===== src/rtl/imem_pkg.sv =====
// Shared definitions for the instruction-memory loader: loader states,
// word geometry and the rule that turns a requested word count into the
// number of words actually loaded.
package imem_pkg;

    localparam int BYTES_PER_WORD = 4;
    localparam int WORD_W         = 32;
    localparam int IMEM_DEPTH     = 1024;

    typedef enum logic [1:0] {
        IDLE,
        RECV,
        WRITE,
        DONE
    } loader_state_t;

    // A count of zero, or one larger than the RAM, means "fill the whole RAM".
    function automatic int effectiveCount(input int wc, input int depth);
        if (wc == 0 || wc > depth) begin
            return depth;
        end
        return wc;
    endfunction

endpackage


===== src/rtl/imem_loader_if.sv =====
// Byte-stream input, RAM write port and CPU control outputs of the
// instruction-memory loader, bundled so the loader and its driver share one
// declaration. The master side feeds bytes and starts loads; the slave side
// is the loader itself.
interface imem_loader_if
    import imem_pkg::*;
#(
    parameter int CNT_W = 11
);

    logic              start;
    logic [CNT_W-1:0]  word_count;
    logic              byte_valid;
    logic [7:0]        byte_data;
    logic              byte_ready;
    logic              mem_we;
    logic [WORD_W-1:0] mem_addr;
    logic [WORD_W-1:0] mem_wdata;
    logic              cpu_hold;
    logic              busy;
    logic              done;

    modport master (
        output start, word_count, byte_valid, byte_data,
        input  byte_ready, mem_we, mem_addr, mem_wdata, cpu_hold, busy, done
    );

    modport slave (
        input  start, word_count, byte_valid, byte_data,
        output byte_ready, mem_we, mem_addr, mem_wdata, cpu_hold, busy, done
    );

endinterface


===== src/rtl/imem_word_packer.sv =====
// Packs a byte stream into 32-bit words, most significant byte first.
// word_full flags the shift that completes a word so the controller can move
// to its write cycle on the same edge the fourth byte lands.
module imem_word_packer
    import imem_pkg::*;
(
    input  logic              clk,
    input  logic              rst,
    input  logic              clr,
    input  logic              shift_en,
    input  logic [7:0]        byte_in,
    output logic [WORD_W-1:0] word,
    output logic              word_full
);

    logic [WORD_W-1:0] r_shift;
    logic [1:0]        r_byteCnt;

    // Shift each accepted byte in at the bottom; the counter wraps every word.
    always_ff @(posedge clk) begin
        if (rst || clr) begin
            r_shift   <= '0;
            r_byteCnt <= '0;
        end else if (shift_en) begin
            r_shift   <= {r_shift[WORD_W-9:0], byte_in};
            r_byteCnt <= r_byteCnt + 2'd1;
        end
    end

    assign word      = r_shift;
    assign word_full = shift_en && (r_byteCnt == 2'(BYTES_PER_WORD - 1));

endmodule


===== src/rtl/imem_loader.sv =====
// Writer side of the instruction RAM. Collects a byte stream into words,
// writes them at consecutive word addresses from 0 and holds the CPU in
// reset until the whole program is in place.
module imem_loader
    import imem_pkg::*;
#(
    parameter int DEPTH = IMEM_DEPTH,
    parameter int CNT_W = 11
) (
    input  logic         clk,
    input  logic         rst,
    imem_loader_if.slave bus
);

    loader_state_t     r_state;
    loader_state_t     w_nextState;
    logic [CNT_W-1:0]  r_n;
    logic [CNT_W-1:0]  r_wordIdx;
    logic [WORD_W-1:0] r_memAddr;
    logic [WORD_W-1:0] r_memWdata;

    logic              w_startOk;
    logic              w_accept;
    logic              w_wordFull;
    logic              w_lastWord;
    logic [WORD_W-1:0] w_word;
    logic [WORD_W-1:0] w_liveAddr;
    logic              w_byteReady;
    logic              w_memWe;
    logic              w_busy;
    logic              w_done;

    assign w_startOk  = (r_state == IDLE) && bus.start;
    assign w_accept   = bus.byte_valid && w_byteReady;
    assign w_lastWord = (r_wordIdx == r_n - CNT_W'(1));
    assign w_liveAddr = {{(WORD_W - 2 - CNT_W){1'b0}}, r_wordIdx, 2'b00};

    imem_word_packer u_packer (
        .clk       (clk),
        .rst       (rst),
        .clr       (w_startOk),
        .shift_en  (w_accept),
        .byte_in   (bus.byte_data),
        .word      (w_word),
        .word_full (w_wordFull)
    );

    // State register; reset always wins over a simultaneous start.
    always_ff @(posedge clk) begin
        if (rst) begin
            r_state <= IDLE;
        end else begin
            r_state <= w_nextState;
        end
    end

    // Next state: collect four bytes, spend one cycle writing, repeat until the last word.
    always_comb begin
        w_nextState = r_state;
        unique case (r_state)
            IDLE:    if (bus.start) w_nextState = RECV;
            RECV:    if (w_wordFull) w_nextState = WRITE;
            WRITE:   w_nextState = w_lastWord ? DONE : RECV;
            DONE:    w_nextState = IDLE;
            default: w_nextState = IDLE;
        endcase
    end

    // Control outputs decoded from the state; the CPU is held for the whole load.
    always_comb begin
        w_byteReady = 1'b0;
        w_memWe     = 1'b0;
        w_busy      = 1'b0;
        w_done      = 1'b0;
        unique case (r_state)
            RECV: begin
                w_byteReady = 1'b1;
                w_busy      = 1'b1;
            end
            WRITE: begin
                w_memWe = 1'b1;
                w_busy  = 1'b1;
            end
            DONE: begin
                w_done = 1'b1;
                w_busy = 1'b1;
            end
            default: ;
        endcase
    end

    // Load length and word index: latched on an accepted start, advanced once per write.
    always_ff @(posedge clk) begin
        if (rst) begin
            r_n       <= '0;
            r_wordIdx <= '0;
        end else if (w_startOk) begin
            r_n       <= CNT_W'(effectiveCount(32'(bus.word_count), DEPTH));
            r_wordIdx <= '0;
        end else if (r_state == WRITE) begin
            r_wordIdx <= r_wordIdx + CNT_W'(1);
        end
    end

    // Keep a copy of the last write so address and data hold after the write cycle.
    always_ff @(posedge clk) begin
        if (rst) begin
            r_memAddr  <= '0;
            r_memWdata <= '0;
        end else if (r_state == WRITE) begin
            r_memAddr  <= w_liveAddr;
            r_memWdata <= w_word;
        end
    end

    assign bus.byte_ready = w_byteReady;
    assign bus.mem_we     = w_memWe;
    assign bus.mem_addr   = w_memWe ? w_liveAddr : r_memAddr;
    assign bus.mem_wdata  = w_memWe ? w_word : r_memWdata;
    assign bus.cpu_hold   = w_busy;
    assign bus.busy       = w_busy;
    assign bus.done       = w_done;

endmodule


===== src/flat_wrapper.sv =====
// flat-port wrapper written by rule: the top's interface ports become plain ports
module imem_loader_flat import imem_pkg::*;
#(
    parameter int DEPTH = IMEM_DEPTH,
    parameter int CNT_W = 11
)
  (clk, rst, bus_start, bus_word_count, bus_byte_valid, bus_byte_data, bus_byte_ready, bus_mem_we, bus_mem_addr, bus_mem_wdata, bus_cpu_hold, bus_busy, bus_done);
  imem_loader_if #(.CNT_W(CNT_W)) bus_i ();
  input  logic clk;
  input  logic rst;
  input wire logic [$bits(bus_i.start)-1:0] bus_start;
  input wire logic [$bits(bus_i.word_count)-1:0] bus_word_count;
  input wire logic [$bits(bus_i.byte_valid)-1:0] bus_byte_valid;
  input wire logic [$bits(bus_i.byte_data)-1:0] bus_byte_data;
  output wire logic [$bits(bus_i.byte_ready)-1:0] bus_byte_ready;
  output wire logic [$bits(bus_i.mem_we)-1:0] bus_mem_we;
  output wire logic [$bits(bus_i.mem_addr)-1:0] bus_mem_addr;
  output wire logic [$bits(bus_i.mem_wdata)-1:0] bus_mem_wdata;
  output wire logic [$bits(bus_i.cpu_hold)-1:0] bus_cpu_hold;
  output wire logic [$bits(bus_i.busy)-1:0] bus_busy;
  output wire logic [$bits(bus_i.done)-1:0] bus_done;
  assign bus_i.start = bus_start;
  assign bus_i.word_count = bus_word_count;
  assign bus_i.byte_valid = bus_byte_valid;
  assign bus_i.byte_data = bus_byte_data;
  assign bus_byte_ready = bus_i.byte_ready;
  assign bus_mem_we = bus_i.mem_we;
  assign bus_mem_addr = bus_i.mem_addr;
  assign bus_mem_wdata = bus_i.mem_wdata;
  assign bus_cpu_hold = bus_i.cpu_hold;
  assign bus_busy = bus_i.busy;
  assign bus_done = bus_i.done;
  imem_loader #(.DEPTH(DEPTH), .CNT_W(CNT_W)) u_core (.clk(clk), .rst(rst), .bus(bus_i));
endmodule

===== config.mk =====
export PLATFORM = sky130hd
export DESIGN_NAME = imem_loader_flat
export DESIGN_NICKNAME = d
export VERILOG_FILES = /design/src/rtl/imem_pkg.sv /design/src/rtl/imem_loader_if.sv /design/src/rtl/imem_word_packer.sv /design/src/rtl/imem_loader.sv /design/src/flat_wrapper.sv
export SDC_FILE = /design/constraint.sdc
export NUM_CORES = 1
export LEC_CHECK = 0
export ABC_AREA = 1
export CORE_ASPECT_RATIO = 1.2
export CORE_MARGIN = 1
export CORE_UTILIZATION = 55
export CTS_CLUSTER_DIAMETER = 60
export DETAILED_ROUTE_END_ITERATION = 10
export PLACE_DENSITY = 0.83
export SYNTH_ARGS = -nofsm -noshare
export SYNTH_HDL_FRONTEND = slang
export SYNTH_SLANG_ARGS = --single-unit

===== constraint.sdc =====
create_clock -name clk -period 2.2 [get_ports clk]
set_input_delay 0.22 -clock clk [delete_from_list [all_inputs] [get_ports clk]]
set_output_delay 0.22 -clock clk [all_outputs]
set_load 0.1 [all_outputs]

Word level (Yosys, flattened, before mapping)
Cells that the tools add are included. Widths: inputs -> output; s select.

Register bits: 101. Output and inout port bits: 69. Word-level logic and storage cells: 43.

Add/sub/neg operators: 3. Order comparisons: 1. Eq/ne operators: 7. Muxes and demuxes: 15. Reductions and logical operators: 10.

Operator list (count): $mux 32 (1); $mux 11 (2); $mux 13 (1); $add 11x1->11 const B (1); $eq 11x11->1 (1); $gt 11x11->1 const B (1); $logic_not 11->1 (1); $sub 11x1->11 const B (1); $pmux 2 s4 (1); $mux 1 (7); $eq 2x2->1 const B (3); $mux 2 (3); $ne 2x2->1 const B (2); $logic_and 1x1->1 (3); $reduce_or 3->1 (1); $add 2x1->2 const B (1); $eq 2x1->1 const B (1); $logic_not 2->1 (1); $logic_or 1x1->1 (2); $reduce_and 2->1 (1); $reduce_or 2->1 (1).

Longest topological paths before layout
Word-level depth: 6. Gate-level depth with buffers: 13. Depth with buffers taken out: 13.

Modules after synthesis
Synthesis repeated with hierarchy kept, for this count alone.

Cell total of the unflattened synthesis: 710. Area, all modules: 4825.9 um2.

Modules (own cells, without submodules): imem_loader (times used 1, cells an instance 492, area each 3390.8 um2, seq. area each 1341.3 um2); imem_word_packer (times used 1, cells an instance 218, area each 1435.1 um2, seq. area each 680.7 um2).

Worst setup path before layout
Ideal clock, no wire load.

Path type: register to register. Start: register u_core.r_state[1]. End: register u_core.r_memAddr[5]. Data arrival time: 3.165 ns. Data required time: 2.127 ns. Path slack: -1.038 ns. Stages on the path, launching flop included: 8. Buffers on the path: 1. Period minus slack after synthesis: 3.238 ns. Path through: dfxtp_1 inv_2 nor2_4 inv_2 buf_2 o21ai_0 inv_1 nor2_1.

Cells in the longest elaborated chain, start to end: 1.

Ends and longest elaborated chain: start: declaration (RTL line imem_loader.sv:15) `loader_state_t r_state;`; start signal: assignment (RTL line imem_loader.sv:53) `r_state <= w_nextState;`; $eq 2x2->1 (RTL line imem_loader.sv:110) `end else if (r_state == WRITE) begin`; end signal: assignment (RTL line imem_loader.sv:111) `r_memAddr <= w_liveAddr;`; end: declaration (RTL line imem_loader.sv:19) `logic [WORD_W-1:0] r_memAddr;`.

Every way passes these cells. A chain may end at the register's enable or synchronous reset.

Worst setup path in the final report
Start: register u_core.r_state[0]. End: output bus_mem_wdata[14].

Cells in the longest elaborated chain, start to end: 3.

Ends and longest elaborated chain: $eq 2x2->1 (RTL line imem_loader.sv:75) `unique case (r_state)`; $mux 1 (RTL line imem_loader.sv:75); $mux 32 (RTL line imem_loader.sv:119) `assign bus.mem_wdata = w_memWe ? w_word : r_memWdata;`; end: declaration (RTL line flat_wrapper.sv:18) `output wire logic [$bits(bus_i.mem_wdata)-1:0] bus_mem_wdata;`.

Every way passes these cells.

==> flow_summary.ini <==
[timing]
max_freq_mhz = 481
rsz0062_at_grt = no
hold_viol_final = 0
holdWs_ns = 0.196
slew-limit-headroom = 0.623
setup-violations-final = 0
slew_violations = 0
tightestPinTransition_ns = 0.565
worst_slack_ns = 0.121
final.min_clock_period_ns = 2.08
timing.final.crit_share = 0.945
final.setup.tns_ns = 0
skew_ns = 0.00521

[placement]
place_hpwl_um = 7500
dpl_cell_area_sq_um = 5690
portBuffers = 70
gp_congestion = 0.892
dpl_worst_slack_ns = 0.432

[synthesis]
syn_area_per_cell_sq_um = 7.34
ys_seq_area_frac = 0.443
synth_edf_count = 0
postSynthCellCount = 622
synth_seq_cells = 101
yosysWarnings = 0
synth_ff_type = dfxtp_1
synth_area_sq_um = 4570
yosysUniqueCellTypes = 35
postSynth.asyncResetShare = 0

[setup_path]
path_class = flip-flop to output pin
critPathLaunch = u_core.r_state[0]$_SDFFE_PP0P_
r2r_start = u_core.r_state[1]$_SDFFE_PP0P_
cp_max_fo = 44
worstSetupStartpointType = flip-flop
required_ns = 1.98
endpoint_kind = output pin
cp.arrival_ns = 1.86

[floorplan]
rows = 36
fp.coreArea_sq_um = 8060
ios = 92
die_h_um = 102
dieWidth_um = 85.2
initial_utilization = 0.566
die_area_sq_um = 8670

[clock_tree]
insertion_delay_ns = 0.36
path_clk_slew_ns = 0.09
cts_tree = yes
cts_buffer_depth = 2
cts_buffers = 9
root_buffer = clkbuf_8
cts_setup_buffers = 0
cts.sinks = 101
htree_levels = 3
cts_resized = 0
ctsHoldBuffers = 0

[layout]
final_cell_mix = nor2_1 (120), dfxtp_1 (100), inv_1 (86), nand2_1 (62), o21ai_0 (52)
finish.instance_area_sq_um = 5920
area_growth_syn_to_layout_pct = 29.7
num-fill-cells = 573
final_common_cell = nor2_1
drive_above_1_share = 0.185
nets = 708
finish.utilization = 0.734

[drt]
num_vias = 4040
first_iter_violations = 208
firstDrtPassIters = 7
wl_um = 10700
drc = 0
antenna_left = 0
wl_per_cell_um = 13.6
routed_via_density = 5.16

[power]
peakVddDrop_mv = 0.572
p_per_area_nw_per_um2 = 988
total_leakage_power_nw = 2.99

[global_route]
busiest_layer = met2
grt.met2_usage = 0.501
grt_max_degree = 45
grt_pass1_vias = 4090
grt-ovfl-total = 0
track_usage = 0.262
antenna_found_initial = 1
grtUsageMet3 = 0.0407
met1_usage = 0.276
grt_pass1_wl_um = 17900

[status]
status = finished, final reports clean

[run]
drv_cap = 0

[min_path]
worstHoldStart = rst
min_path_type = input pin to flip-flop
## metal layers
layer / part of all wire / vias to the layer above
met4: 0.030 / 0
met3: 0.040 / 24
met1: 0.41 / 1886
met5: 0 / -
met2: 0.52 / 117
li1: - / 2013
## final cells by class
class	count	area (sq um)	area share
Sequential cell	101	2020	0.342
Multi-Input combinational cell	400	1990	0.336
Inverter	93	352	0.0594
Timing Repair Buffer	77	1220	0.205
Clock inverter	7	97.6	0.0165
Clock buffer	9	124	0.0209
Antenna cell	1	2.50	0.000423
Tap cell	95	119	0.0201
## synthesized netlist by cell type (2+ instances only)
cell type,instances,area share
nand4_1,2,0.0027
o22ai_1,9,0.012
a211oi_1,4,0.0066
buf_2,12,0.013
inv_2,7,0.0058
nand3_1,14,0.015
nor3_1,2,0.0022
nor2_4,2,0.0049
nor2_2,4,0.0055
nor4_1,2,0.0027
a211oi_2,2,0.0055
buf_4,23,0.038
clkbuf_1,12,0.0099
xor2_1,5,0.0096
o21ai_0,63,0.069
xnor2_1,2,0.0038
nor2_1,120,0.099
o21ai_1,17,0.019
ha_1,3,0.0082
or2_2,32,0.044
inv_1,86,0.071
or2_0,7,0.0096
dfxtp_1,101,0.44
a21oi_1,19,0.021
nand2_1,62,0.051
## stage by stage
step,instances,power [mW]
finish,783,5.85
global route,783,6.08
CTS,782,5.85
detailed placement,766,4.59
global placement,766,4.55
floorplan,642,3.84
## cell families after synthesis
kind of cell	count (synthesis)	share of synthesized area
AOI/OAI and AO/OA	116	0.136
xor gates and xnor gates	8	0.0184
adders and majority gates	3	0.00822
buffers and inverters	141	0.140
DFF	101	0.443
other	1	0.000821
and+or+nand+nor	252	0.254
## registers in the layout (all words and copies together) (netlist names)
register / cells
u_core.r_memAddr: 11
u_core.r_state: 2
u_core.r_n: 11
u_core.u_packer.r_byteCnt: 2
u_core.r_wordIdx: 11
u_core.r_memWdata: 32
u_core.u_packer.word: 32
## where the power goes
part | leakage [nW] | internal, mW | switching, mW
combinational | 2.06 | 0.774 | 1.76
sequential | 0.820 | 1.96 | 0.0737
clock | 0.112 | 0.649 | 0.639
total | 2.99 | 3.38 | 2.47
## path summary, 6_finish.rpt
| check | end | cells after the start | slack (ns) |
|---|---|---|---|
| setup / recovery | bus_mem_wdata[14] | 6 | 0.12 |
| hold / removal | u_core.r_memWdata[5]$_SDFFE_PP0P_ | 2 | 0.20 |
| setup reg to reg | u_core.r_state[1]$_SDFFE_PP0P_ | 11 | 0.43 |
| hold reg to reg | u_core.r_memAddr[4]$_SDFFE_PP0P_ | 2 | 0.48 |
## worst max-delay path, stage by stage, from the launching register on
cell and delay, ns:
dfxtp_1 0.44, nor2_4 0.10, buf_12 0.18, or2_2 0.28, o21ai_0 0.16, inv_1 0.14, buf_12 0.19
Note: power is estimated with default switching activity, not from simulation.
